==> src/rtl/fir_cfg_seq.sv <==
// Front-end sequencer for the 3-parallel FIR: packs serial samples into 3-sample blocks and
// swaps a shadow coefficient bank in at a block boundary. Define FIR_CFG_READBACK_EN to add CFG_RDATA.
module fir_cfg_seq #(
   parameter int W        = 8,
   parameter int PIPE_LAT = 4
) (
   input  logic         CLK,
   input  logic         RST,
   input  logic [W-1:0] S_DATA,
   input  logic         S_VALID,
   output logic         S_READY,
   input  logic         CFG_WE,
   input  logic [3:0]   CFG_ADDR,
   input  logic [W-1:0] CFG_DATA,
   input  logic         CFG_COMMIT,
   output logic         CFG_BUSY,
   output logic         CFG_DONE,
   output logic [W-1:0] DIN0,
   output logic [W-1:0] DIN1,
   output logic [W-1:0] DIN2,
   output logic         VIN,
`ifdef FIR_CFG_READBACK_EN
   output logic [W-1:0] CFG_RDATA,
`endif
   output logic [W-1:0] b0,
   output logic [W-1:0] b1,
   output logic [W-1:0] b2,
   output logic [W-1:0] b3,
   output logic [W-1:0] b4,
   output logic [W-1:0] b5,
   output logic [W-1:0] b6,
   output logic [W-1:0] b7,
   output logic [W-1:0] b8
);

   localparam int DW = (PIPE_LAT > 1) ? $clog2(PIPE_LAT) : 1;

   typedef enum logic [1:0] {RUN, DRAIN, SWAP} state_t;

   state_t         state, state_nxt;
   logic [1:0]     cnt;
   logic [W-1:0]   slot0, slot1;
   logic [W-1:0]   shadow [9];
   logic [W-1:0]   active [9];
   logic           pend;
   logic [DW-1:0]  dcnt;
   logic           accept;

   assign accept = S_VALID && S_READY;

   // NOTE: every signal driven here gets a default first, so no path leaves it unassigned (no latch).
   always_comb begin
      state_nxt = state;
      S_READY   = 1'b0;
      case (state)
         RUN: begin
            S_READY = !(pend && cnt == 2'd0);
            // The cycle spent here with S_READY low is the first stall cycle.
            if (pend && cnt == 2'd0)
               state_nxt = (PIPE_LAT == 1) ? SWAP : DRAIN;
         end
         DRAIN: begin
            // The counter hits zero on the same edge that leaves DRAIN.
            if (dcnt == DW'(1))
               state_nxt = SWAP;
         end
         SWAP:    state_nxt = RUN;
         default: state_nxt = RUN;
      endcase
   end

   // NOTE: sequential state uses non-blocking assignments so every register samples pre-edge values.
   always_ff @(posedge CLK or posedge RST) begin
      if (RST) begin
         state <= RUN;
         dcnt  <= '0;
      end else begin
         state <= state_nxt;
         if (state == RUN && state_nxt == DRAIN)
            dcnt <= DW'(PIPE_LAT - 1);
         else if (state == DRAIN)
            dcnt <= dcnt - DW'(1);
      end
   end

   always_ff @(posedge CLK or posedge RST) begin
      if (RST) begin
         cnt   <= '0;
         slot0 <= '0;
         slot1 <= '0;
         DIN0  <= '0;
         DIN1  <= '0;
         DIN2  <= '0;
         VIN   <= 1'b0;
      end else begin
         VIN <= 1'b0;
         if (accept) begin
            if (cnt == 2'd2) begin
               DIN0 <= slot0;
               DIN1 <= slot1;
               DIN2 <= S_DATA;
               VIN  <= 1'b1;
               cnt  <= '0;
            end else begin
               if (cnt == 2'd0)
                  slot0 <= S_DATA;
               else
                  slot1 <= S_DATA;
               cnt <= cnt + 2'd1;
            end
         end
      end
   end

   // NOTE: both coefficient banks are reset because the filter must see all-zero taps out of reset.
   always_ff @(posedge CLK or posedge RST) begin
      if (RST) begin
         for (int i = 0; i < 9; i++) begin
            shadow[i] <= '0;
            active[i] <= '0;
         end
         pend     <= 1'b0;
         CFG_DONE <= 1'b0;
      end else begin
         CFG_DONE <= 1'b0;
         if (CFG_WE && !pend && CFG_ADDR <= 4'd8)
            shadow[CFG_ADDR] <= CFG_DATA;
         if (state == SWAP) begin
            active   <= shadow;
            pend     <= 1'b0;
            CFG_DONE <= 1'b1;
         end else if (CFG_COMMIT && !pend) begin
            pend <= 1'b1;
         end
      end
   end

`ifdef FIR_CFG_READBACK_EN
   always_comb begin
      CFG_RDATA = '0;
      if (CFG_ADDR <= 4'd8)
         CFG_RDATA = active[CFG_ADDR];
   end
`endif

   assign CFG_BUSY = pend;
   assign b0 = active[0];
   assign b1 = active[1];
   assign b2 = active[2];
   assign b3 = active[3];
   assign b4 = active[4];
   assign b5 = active[5];
   assign b6 = active[6];
   assign b7 = active[7];
   assign b8 = active[8];

endmodule

==> config.mk <==
export PLATFORM = sky130hd
export DESIGN_NAME = fir_cfg_seq
export DESIGN_NICKNAME = d
export VERILOG_FILES = /design/src/rtl/fir_cfg_seq.sv
export SDC_FILE = /design/constraint.sdc
export NUM_CORES = 1
export LEC_CHECK = 0
export CORE_UTILIZATION = 30
export DETAILED_ROUTE_END_ITERATION = 12
export PLACE_DENSITY_LB_ADDON = 0.3
export SYNTH_ARGS = -nofsm -noshare
export SYNTH_HDL_FRONTEND = slang
export SYNTH_SLANG_ARGS = --single-unit
export TNS_END_PERCENT = 20
==> constraint.sdc <==
create_clock -name CLK -period 12.05 [get_ports CLK]
set_input_delay 1.205 -clock CLK [delete_from_list [all_inputs] [get_ports CLK]]
set_output_delay 1.205 -clock CLK [all_outputs]
set_load 0.03 [all_outputs]
## Yosys cells after proc, flatten, opt, wreduce, memory -nomap -nowiden

Cells that the tools add are included.

- Bits in registers: 193
- Input bits: 25
- Output and inout bits: 100
- Logic and storage cells: 73

- Add/sub/neg operators: 2
- Order comparisons: 3
- Equal/unequal tests: 5
- Mux-type cells: 15
- Bitwise logic cells: 3
- Reductions and logical operators: 16

Operators with widths:

| cell | number |
|---|---|
| $bwmux W72 | 1 |
| $demux W8 S4 | 1 |
| $mux W2 | 5 |
| $mux W8 | 1 |
| $logic_and A1 B1 Y1 | 7 |
| $eq A2 B1 Y1 const B | 3 |
| $mux W1 | 6 |
| $reduce_and A3 Y1 | 2 |
| $ge A5 B5 Y1 const B | 1 |
| $lt A5 B1 Y1 const B | 1 |
| $not A4 Y5 | 1 |
| $eq A2 B2 Y1 const B | 2 |
| $le A4 B4 Y1 const B | 1 |
| $logic_not A2 Y1 | 2 |
| $pmux W2 S2 | 1 |
| $reduce_bool A2 Y1 | 2 |
| $add A2 B1 Y2 const B | 1 |
| $logic_not A1 Y1 | 2 |
| $not A1 Y1 | 2 |
| $reduce_and A2 Y1 | 1 |
| $sub A2 B1 Y2 const B | 1 |

## Logic depth before layout (Yosys ltp)

Gate-level depths: netlist (run 1).

- Depth after elaboration: 7
- Gate-level depth with buffers: 5
- Gate-level depth less buffers: 4

## Worst setup path before layout (run 1)

OpenSTA, ideal clock, no wires.

- Path type: input port to flip-flop
- Start: in S_VALID
- End: reg DIN0[0]
- Setup time: 0.125 ns
- Arrival: 2.521 ns
- Required time: 11.925 ns
- Setup slack: 9.404 ns
- Stages: 5
- Buffers on the path: 2
- Cell sequence: or3b_4 > or3b_1 > buf_6 > buf_6 > mux2_4

- Word-level cells in the longest chain between the ends: 2

RTL lines:

| what | line | text |
|---|---|---|
| start: declaration | 10 | `input logic S_VALID,` |
| $logic_and A1 B1 Y1 | 49 | `assign accept = S_VALID && S_READY;` |
| $reduce_and A2 Y1 (no line) | -- |  |
| end signal: assignment | 99 | `DIN0 <= slot0;` |
| end: declaration | 18 | `output logic [W-1:0] DIN0,` |

No other way between the ends.
A chain may end at the register's enable or synchronous reset.

## Worst setup path in the final report (run 1)

- Start: reg pend (netlist: CFG_BUSY)
- End: out S_READY

- Word-level cells in the longest chain between the ends: 3

RTL lines:

| what | line | text |
|---|---|---|
| start: declaration | 45 | `logic pend;` |
| start signal: assignment | 122 | `pend <= 1'b0;` |
| start signal: assignment | 130 | `pend <= 1'b0;` |
| start signal: assignment | 133 | `pend <= 1'b1;` |
| $logic_and A1 B1 Y1 | 57 | `S_READY = !(pend && cnt == 2'd0);` |
| $logic_not A1 Y1 | 57 |  |
| $mux W1 | 55 | `case (state)` |
| end: declaration | 11 | `output logic S_READY,` |

No other way between the ends.

==> results of run 1 <==
[sequential cells by signal (all words and copies together) (netlist names)]
register	cells
b7	8
VIN	1
DIN2	8
dcnt	2
b2	8
b1	8
DIN1	8
DIN0	8
b4	8
slot0	8
b0	8
CFG_BUSY	1
cnt	2
state	2
b8	8
b3	8
b6	8
shadow	72
b5	8
slot1	8
CFG_DONE	1
[worst min path at each step]
| stage | startpoint | end | slack, ps | cells after the start |
|---|---|---|---|---|
| 5_1_grt | dcnt[1]$_DFFE_PP0P_ | dcnt[1]$_DFFE_PP0P_ | 510 | 1 |
| 6_report | dcnt[1]$_DFFE_PP0P_ | dcnt[1]$_DFFE_PP0P_ | 490 | 1 |
| 3_3_place_gp | dcnt[1]$_DFFE_PP0P_ | dcnt[1]$_DFFE_PP0P_ | 470 | 1 |
| 2_1_floorplan | dcnt[1]$_DFFE_PP0P_ | dcnt[1]$_DFFE_PP0P_ | 460 | 1 |
| 4_1_cts | dcnt[1]$_DFFE_PP0P_ | dcnt[1]$_DFFE_PP0P_ | 490 | 1 |
| 3_5_place_dp | dcnt[1]$_DFFE_PP0P_ | dcnt[1]$_DFFE_PP0P_ | 480 | 1 |
[worst max-delay path, cell delays in order (launching register included)]
cell and delay (ps):
dfrtp_1 520, or3b_2 510, nand2_1 90, nor2_1 50, clkdlybuf4s50_1 600
[area by class of cell]
| class | instances | area [µm²] | area share (%) |
|---|---|---|---|
| flip-flops and latches | 193 | 4830 | 50.70 |
| multi-input cells | 219 | 2384 | 25.02 |
| repair buffers | 127 | 1264 | 13.27 |
| clock buffers | 18 | 429.2 | 4.505 |
| well taps | 319 | 399.1 | 4.190 |
| clock inverters | 14 | 190.2 | 1.997 |
| inverters | 6 | 30.03 | 0.3153 |
[synth_stat cells, types with 2 or more instances]
cell and count:
mux2_4 19, buf_6 3, nand3b_1 3, nand2_1 7, and3_1 2, mux2_2 168, clkbuf_1 3, dfrtp_1 193
inv_1 6, nor2_1 6, nor2b_1 2, buf_2 7
[kinds of logic after synthesis]
| family | Yosys count |
|---|---|
| flip-flops | 193 |
| multiplexers | 187 |
| AND/OR/NAND/NOR | 29 |
| buffers and inverters | 20 |
| AO/OA/AOI/OAI | 2 |
| adder cells (fa/ha/maj) | 1 |
[power breakdown]
part           internal (mW)  total [mW]  switching, mW
Clock                  0.318       0.587          0.269
Combinational          0.481       0.978          0.497
Sequential             0.894        1.04          0.146
Total                   1.69        2.60          0.912
[per-layer routing]
metal  vias to the layer above  wire (µm)
li1                       1797          -
met1                      2110       7176
met2                       103       7519
met3                        13        932
met4                         0        150
met5                         -          0
[layout by cell type (no fill, tap or decap), drive strengths merged]
| master | count |
|---|---|
| nor4b | 1 |
| ha | 1 |
| clkdlybuf4s50 | 124 |
| clkinvlp | 2 |
| clkinv | 4 |
| inv | 12 |
| clkbuf | 18 |
| dfrtp | 193 |
| nor2b | 2 |
| or3b | 3 |
| mux2 | 187 |
| and3 | 2 |
| bufinv | 2 |
| o22a | 1 |
| nor2 | 7 |
| buf | 3 |
| nand2 | 7 |
| or4 | 1 |
| a21oi | 1 |
| nand2b | 1 |
| nand3b | 3 |
| nor4bb | 1 |
| and3b | 1 |
[metrics by stage]
stage	utilization (%)	worst slack, ps	std cells
detailed placement	37.61	8813	864
CTS	40.22	8626	896
finish	40.22	8658	896
global placement	37.61	8869	864
global route	40.22	8559	896
floorplan	-	5589	432
==> key figures, run 1 <==
Setup path
  • CP startpoint: CFG_BUSY$_DFFE_PP0P_
  • FF-to-FF Start: state[1]$_DFF_PP0_
  • Critical setup path kind: reg2out
  • Critical Path End Type: primary output
  • Critical R2R Capture: DIN1[1]$_DFFE_PP0P_
  • Worst reg-to-reg path cell count: 4
  • Internal reg-to-reg setup slack: 10,070 ps
  • Critical path fanouts, max: 7
  • Startpoint types: register
  • Worst Setup EP: S_READY
  • Worst path arrival time: 2190 ps
  • Critical Path RT: 10,850 ps

Layout
  • Fill cells: 2,229
  • P&R area growth vs syn: 30.27%
  • Layout cell share with drive strength beyond 1: 39.17%
  • Post-route cell area: 9525 µm²
  • Nets: 590
  • Antenna diodes: 0

Global routing
  • Met2 Use GR: 22.08%
  • Largest net degree at the start of global routing: 137
  • Tot GR Track Use: 13.72%
  • Initial antenna violation count: 0
  • Layer with the highest usage: met2
  • GRT met1 Usage: 17.60%
  • M3 GR Usage: 4.134%
  • First-pass GRT wire length: 25,250 µm
  • Total gr overflow: 0
  • Vias in the first global route: 4,310

CTS
  • Sink Count: 193
  • CTS tree: done
  • Num CTS Buffers: 17
  • Worst-Skew Late Latency: 430 ps
  • # H-tree levels: 4
  • Postcts setup bufs: 0
  • Clk slew on worst S/H paths: 70 ps
  • CTS root buffer: clkbuf_16
  • Hold_buf cts: 0
  • Max clock buf depth: 2
  • Post-CTS resize count: 0

Worst hold path
  • Min-delay worst type: reg2reg

Drt
  • 1st-pass router iterations: 4
  • DRT antenna net count: 0
  • Via density: 4.490
  • Drt initial violations: 124
  • Vias: 4,023
  • Drt wl/cell: 17.61 µm
  • DRC errors left: 0
  • Final WL: 15,780 µm

Logic synthesis
  • Post-synthesis mux area share: 29.77%
  • Synth Area in Simple Gates: 2.361%
  • Synth warnings: 0
  • FFs w/ async S/R, synth: 100.0%
  • Synthesized-area fraction occupied by xor and xnor cells: 0%
  • Syn nets: 458
  • Largest family of logic cells by synthesized area: multiplexers
  • EDFF count, synth: 0
  • Post-synthesis sequential area ratio: 66.05%
  • Cell variety after synth: 25
  • Share of the synthesized area in the top cell type: 66.05%
  • Synth Register Bits: 193
  • Adder-cell share of the synthesized area: 0.1711%
  • Post-synth top area cell: dfrtp_1
  • Largest cells by area after synthesis: dfrtp_1, mux2_2, mux2_4
  • Top FF cell, synth: dfrtp_1
  • Synthesized instance count: 432
  • Synth Area per Inst: 16.93 µm²
  • Compound-Gate Fraction of Synth Area: 0.1882%
  • Cell area after synthesis: 7312 µm²

Die
  • Initial Util: 30.87%
  • # rows: 56
  • Io pins: 125
  • Die width: 158.1 µm
  • Die Height: 158.1 µm
  • Core Region: 23,680 µm²
  • Die Area: 25,000 µm²

Placed design
  • GP Congestion: 0.7333
  • Dpl hpwl: 10,430 µm
  • Dpl cell area: 8906 µm²
  • Port Buffers: 124

Timing
  • Slew @ Worst Pin: 1023 ps
  • Achievable Freq: 294.8 MHz
  • Minimum clock period: 3392 ps
  • Crit share post-route: 28.15%
  • TNS Setup: 0 ps
  • Max Slew Vio Count: 0
  • WHS: 491.9 ps
  • Hold Fails Final Rpt: 0
  • Clock Skew: 14.45 ps
  • Rel. slew slack: 31.81%
  • Final setup vio count: 0
  • RSZ-0062 raised after global routing: false

Power
  • Final Power: 2.604 mW
  • Pleak: 4.533 nW
  • Worst vdd ir: 147.6 µV
  • Pwr/cell area: 273.4 nW/µm²

Flow run
  • Max_cap viols: 0

Run status
  • Status: complete, no violations
Power figures use the tool's default switching activity.
==> inputs of run 2 (changes only) <==
==> constraint.sdc (replaced) <==
create_clock -name CLK -period 3.32 [get_ports CLK]
set_input_delay 0.332 -clock CLK [delete_from_list [all_inputs] [get_ports CLK]]
set_output_delay 0.332 -clock CLK [all_outputs]
set_load 0.03 [all_outputs]
==> run 2 against run 1 <==
Non-clock buffer count rose by 3. Final cell count is 0.33% higher. First-iteration DRC count increased by 5.6%. Total power increased to 3.6 times the previous value. Wire length up 1.0%. Combinational power rose to 3.7 times the previous value. Global-route usage about the same. Register-to-register slack worse by 8700 ps. Largest cell class unchanged.
==> key figures, run 2 (synthesis results as in run 1) <==
Run status
  • Status: complete, no violations

Power
  • Pleak: 4.550 nW
  • Flop pwr share: 40.3%
  • Pwr/cell area: 975.4 nW/µm²
  • Clock share of power: 21.4%
  • Comb power frac: 38.3%
  • Worst vdd ir: 466.3 µV
  • Switching part of the total power: 35.45%
  • P_int: 6.026 mW
  • Sw Pwr: 3.310 mW

Global routing
  • Total gr overflow: 0
  • Largest net degree at the start of global routing: 75
  • First-pass GRT wire length: 25,320 µm
  • Vias in the first global route: 4,385
  • Initial antenna violation count: 0
  • Tot GR Track Use: 13.72%

Setup path
  • Internal reg-to-reg setup slack: 1360 ps
  • Critical Path End Type: primary output
  • Critical Path RT: 2990 ps
  • Critical path fanouts, max: 7
  • FF-to-FF Start: state[1]$_DFF_PP0_
  • Worst reg-to-reg path cell count: 3
  • Critical R2R Capture: slot0[1]$_DFFE_PP0P_
  • Critical setup path kind: reg2out
  • Worst path arrival time: 2200 ps
  • Startpoint types: register
  • Worst Setup EP: S_READY
  • CP Cell Sequence: or3b_2 -> nand2_1 -> nor2_1 -> clkdlybuf4s50_1
  • CP startpoint: CFG_BUSY$_DFFE_PP0P_
  • CP peak stage delay: 600 ps
  • CP max-delay cell: clkdlybuf4s50_1

Drt
  • Drt initial violations: 131
  • Via density: 4.477
  • Vias: 4,025
  • DRT antenna net count: 0
  • Drt wl/cell: 17.73 µm
  • DRC errors left: 0
  • Final WL: 15,940 µm
  • 1st-pass router iterations: 4

Timing
  • Hold Fails Final Rpt: 0
  • RSZ-0062 raised after global routing: false
  • Minimum clock period: 2528 ps
  • TNS Setup: 0 ps
  • Rel. slew slack: 44.69%
  • Max Slew Vio Count: 0
  • Clock Skew: 7.717 ps
  • Achievable Freq: 395.5 MHz
  • Slew @ Worst Pin: 827.9 ps
  • Final setup vio count: 0
  • Crit share post-route: 76.15%

CTS
  • Post-CTS resize count: 0
  • Hold_buf cts: 0
  • # H-tree levels: 4
  • Worst-Skew Late Latency: 420 ps
  • CTS root buffer: clkbuf_16
  • Sink Count: 193
  • CTS tree: done
  • Max clock buf depth: 2
  • Postcts setup bufs: 0
  • Clk slew on worst S/H paths: 70 ps
  • Num CTS Buffers: 17

Layout
  • Most frequent cells in the layout: dfrtp_1, mux2_2, clkdlybuf4s50_1
  • P&R area growth vs syn: 30.90%
  • Post-route cell area: 9572 µm²
  • Antenna diodes: 0
  • Number of flip-flops in the largest register: 72
  • Layout cell share with drive strength beyond 1: 39.48%
  • Leading cell type in the layout, fill and taps excluded: dfrtp_1
  • Nets: 593
  • Most flops, register: shadow

Die
  • # rows: 56
  • Die Height: 158.1 µm
  • Io pins: 125
  • Initial Util: 30.87%
  • Core Region: 23,680 µm²
  • Die Area: 25,000 µm²
  • Die width: 158.1 µm

Placed design
  • GP Congestion: 0.7509
  • Dpl hpwl: 10,710 µm
  • Port Buffers: 124
  • Dpl cell area: 8987 µm²

Worst hold path
  • Min-delay worst type: in2async

Flow run
  • Max_cap viols: 0
-- run 2: power by group through the flow --
stage / Combinational [mW] / Sequential, mW / Clock [mW]
after floorplan: 1.09 / 4.77 / 0
after global placement: 3.54 / 3.78 / 0
after detailed placement: 3.61 / 3.82 / 0
after CTS: 3.62 / 3.79 / 2.06
after global routing: 3.78 / 3.90 / 2.17
final: 3.57 / 3.77 / 2.00
-- run 2: layout make-up --
type                    count  area [µm²]
clock buffers              19       442.9
clock inverters            13       141.4
fillers                  2223       14110
inverters                   6       26.28
multi-input cells         219        2384
flip-flops and latches    193        4830
well taps                 319       399.1
repair buffers            130        1349
-- run 2: worst min path at each step --
stage	end	depth (start not counted)
after floorplan	CFG_BUSY$_DFFE_PP0P_	2
after global placement	dcnt[1]$_DFFE_PP0P_	1
after detailed placement	b4[3]$_DFFE_PP0P_	1
after CTS	b2[1]$_DFFE_PP0P_	2
after global routing	b2[1]$_DFFE_PP0P_	2
final	b2[1]$_DFFE_PP0P_	2
-- run 2: metrics by stage --
stage / setup WS [ps] / util (%) / power, mW / instances / hold slack [ps]
6_report: 791.7 / 40.42 / 9.336 / 899 / 418.2
5_1_grt: 689.3 / 40.42 / 9.856 / 899 / 471.8
4_1_cts: 769.5 / 40.42 / 9.473 / 899 / 439.9
3_5_place_dp: 1015 / 37.95 / 7.432 / 867 / 489.9
3_3_place_gp: 1014 / 37.95 / 7.324 / 867 / 471.2
2_1_floorplan: 497.6 / - / 5.857 / 432 / 457.0
-- run 2: critical path: cells and delay by family, from the launching register on --
kind | cells | cell delay (ps)
flip-flops | 1 | 540
AND/OR/NAND/NOR | 3 | 640
buffers and inverters | 1 | 600
-- run 2: per-layer routing --
metal  track usage, %  wire, µm  up-vias
met3            4.572       932       14
met4            3.434       131        0
li1                 -         -     1811
met5                0         0        -
met1            18.04      7479     2100
met2            21.66      7401      100
==> RTL edit (flow settings as in run 1) <==
Reset style: synchronous (`RST`), changed in 3 clocked blocks.
--- a/src/rtl/fir_cfg_seq.sv
+++ b/src/rtl/fir_cfg_seq.sv
@@ -70,7 +70,7 @@
    end
 
    // NOTE: sequential state uses non-blocking assignments so every register samples pre-edge values.
-   always_ff @(posedge CLK or posedge RST) begin
+   always_ff @(posedge CLK) begin
       if (RST) begin
          state <= RUN;
          dcnt  <= '0;
@@ -83,7 +83,7 @@
       end
    end
 
-   always_ff @(posedge CLK or posedge RST) begin
+   always_ff @(posedge CLK) begin
       if (RST) begin
          cnt   <= '0;
          slot0 <= '0;
@@ -113,7 +113,7 @@
    end
 
    // NOTE: both coefficient banks are reset because the filter must see all-zero taps out of reset.
-   always_ff @(posedge CLK or posedge RST) begin
+   always_ff @(posedge CLK) begin
       if (RST) begin
          for (int i = 0; i < 9; i++) begin
             shadow[i] <= '0;
Formal check against the unedited RTL: differs if RST is asserted again (counterexample within 4 cycles, from zero or initial values and one cycle with RST high); with RST held inactive, the same outputs for 10 cycles.
==> RTL edit against run 1 <==
Sequential cell count is the same. Design area shrank 6.2%. Area after synthesis shrank 5.1%. Routed wire length grew 7.0%. Worst setup slack gained 310 ps. Critical path depth shrank 1. Critical path type unchanged.
Power is not compared: it rests on default switching activity, and its combinational part moved more than twofold at a synthesized area within 25%.
==> RTL edit: results (changes against run 1) <==
routing usage on met3 - 4.74% (+0.60 points)
Tcrit/Tclk final - 25.6% (-2.6 points)
slowest stage delay, CP - 700 ps (+100 ps)
met2 WL - 7870 um (+4.7%)
largest net degree at the start of global routing - 76 (-45%)
multi-input gate share of total cell area - 32.2% (+7.2 points)
M1 WL - 8010 um (+12%)
vias - 4,613 (+15%)
n_diodes - 0 (unchanged)
layout cells sized above 1 - 6.22% (-33 points)
clock network share of area - 6.33% (-0.17 points)
status - finished, final reports clean
Fin Clk Skew - 11.8 ps (-2.60 ps)
main flop type after synthesis - dfxtp_1
top sig layer - met4
GR Util met2 - 24.1% (+2.0 points)
WP data arrival - 1870 ps (-320 ps)
net count after synthesis - 622 (+36%)
Max-slew headroom - 39.2% (+7.3 points)
FF-to-FF setup slack - 10,230 ps (+160 ps)
non-filler instance count after layout - 992 (+11%)
CP top delay family - buffers and inverters
Placed Cells incl. Taps - 961 (+11%)
drt first pass iters - 5 (+1)
Worst Hold Endpoint - b8[7]
Crit Path Max Fanout - 6 (-1)
Layout fillers - 2,153 (-3.4%)
vias in the first global route - 4,753 (+10%)
DR WL met3 - 950 um (+1.9%)
M1 GR Usage - 19.0% (+1.4 points)
Logic inverters - 2 (-4)
cell row count - 55 (-1.8%)
buffering overhead - 14.2% (+0.90 points)
1st-iter DRT viols - 140 (+13%)
Worst R2R End - shadow[62]
DP HPWL - 11,500 um (+11%)
Non-clk bufs - 128 (+0.79%)
synth cell count leaders - dfxtp_1 (193), nand2b_1 (129), mux2i_1 (114), a22o_1 (72), clkbuf_1 (28)
dpl ws - 8580 ps (-235 ps)
register fraction of the total cell area - 43.2% (-7.5 points)
Hold Startpoint - shadow[7]
Post-Synthesis Cells - 596 (+38%)
WL/cell - 17.0 um (-3.3%)
Final nets - 721 (+22%)
sequential area share after synthesis - 55.7% (-10 points)
synth top area cells - dfxtp_1 (56%), mux2i_1 (16%), nand2b_1 (12%)
RR Startpoint - CFG_BUSY
GRT Resource Usage Total - 14.9% (+1.2 points)
reg2reg path depth - 3 (-1)
global-route wire length before repair - 27,200 um (+7.6%)
Async S/R FF share, synth - 0% (-100 points)
synth unique cells - 30 (+20%)
placer congestion estimate - 0.756 (+3.1%)
# clk buffers - 21 (+3)
Multi-input comb cells - 353 (+61%)
Critical Path Source - cnt[0]
## RTL edit: cell count changes after synthesis, moves of 72 or more
cell	run 1	this run
dfxtp_1	0	193
mux2_2	168	0
nand2b_1	1	129
a22o_1	0	72
mux2i_1	0	114
dfrtp_1	193	0
## RTL edit: kinds of logic after synthesis
group / synth area share (%)
buf+inv: 3.14
fa+ha+maj: 0.180
xor+xnor: 0.126
compound gates: 9.67
flops: 55.7
simple gates: 14.8
mux: 16.4
## RTL edit: power by group
| group | internal [W] | total (W) | switching (W) |
|---|---|---|---|
| sequential | 0.000646 | 0.000653 | 0.00000684 |
| clock | 0.000287 | 0.000541 | 0.000254 |
| combinational | 0.0000308 | 0.0000679 | 0.0000371 |
## RTL edit: per-stage QoR
stage	power [W]	util (%)	hold WS, ps	cell area [um2]
final	0.00126	39.5	473	8940
after detailed placement	0.000737	37.0	455	8370
after global routing	0.00131	39.5	488	8940
after global placement	0.000734	37.0	458	8370
after floorplan	0.000712	-	443	6940
after CTS	0.00128	39.5	473	8940
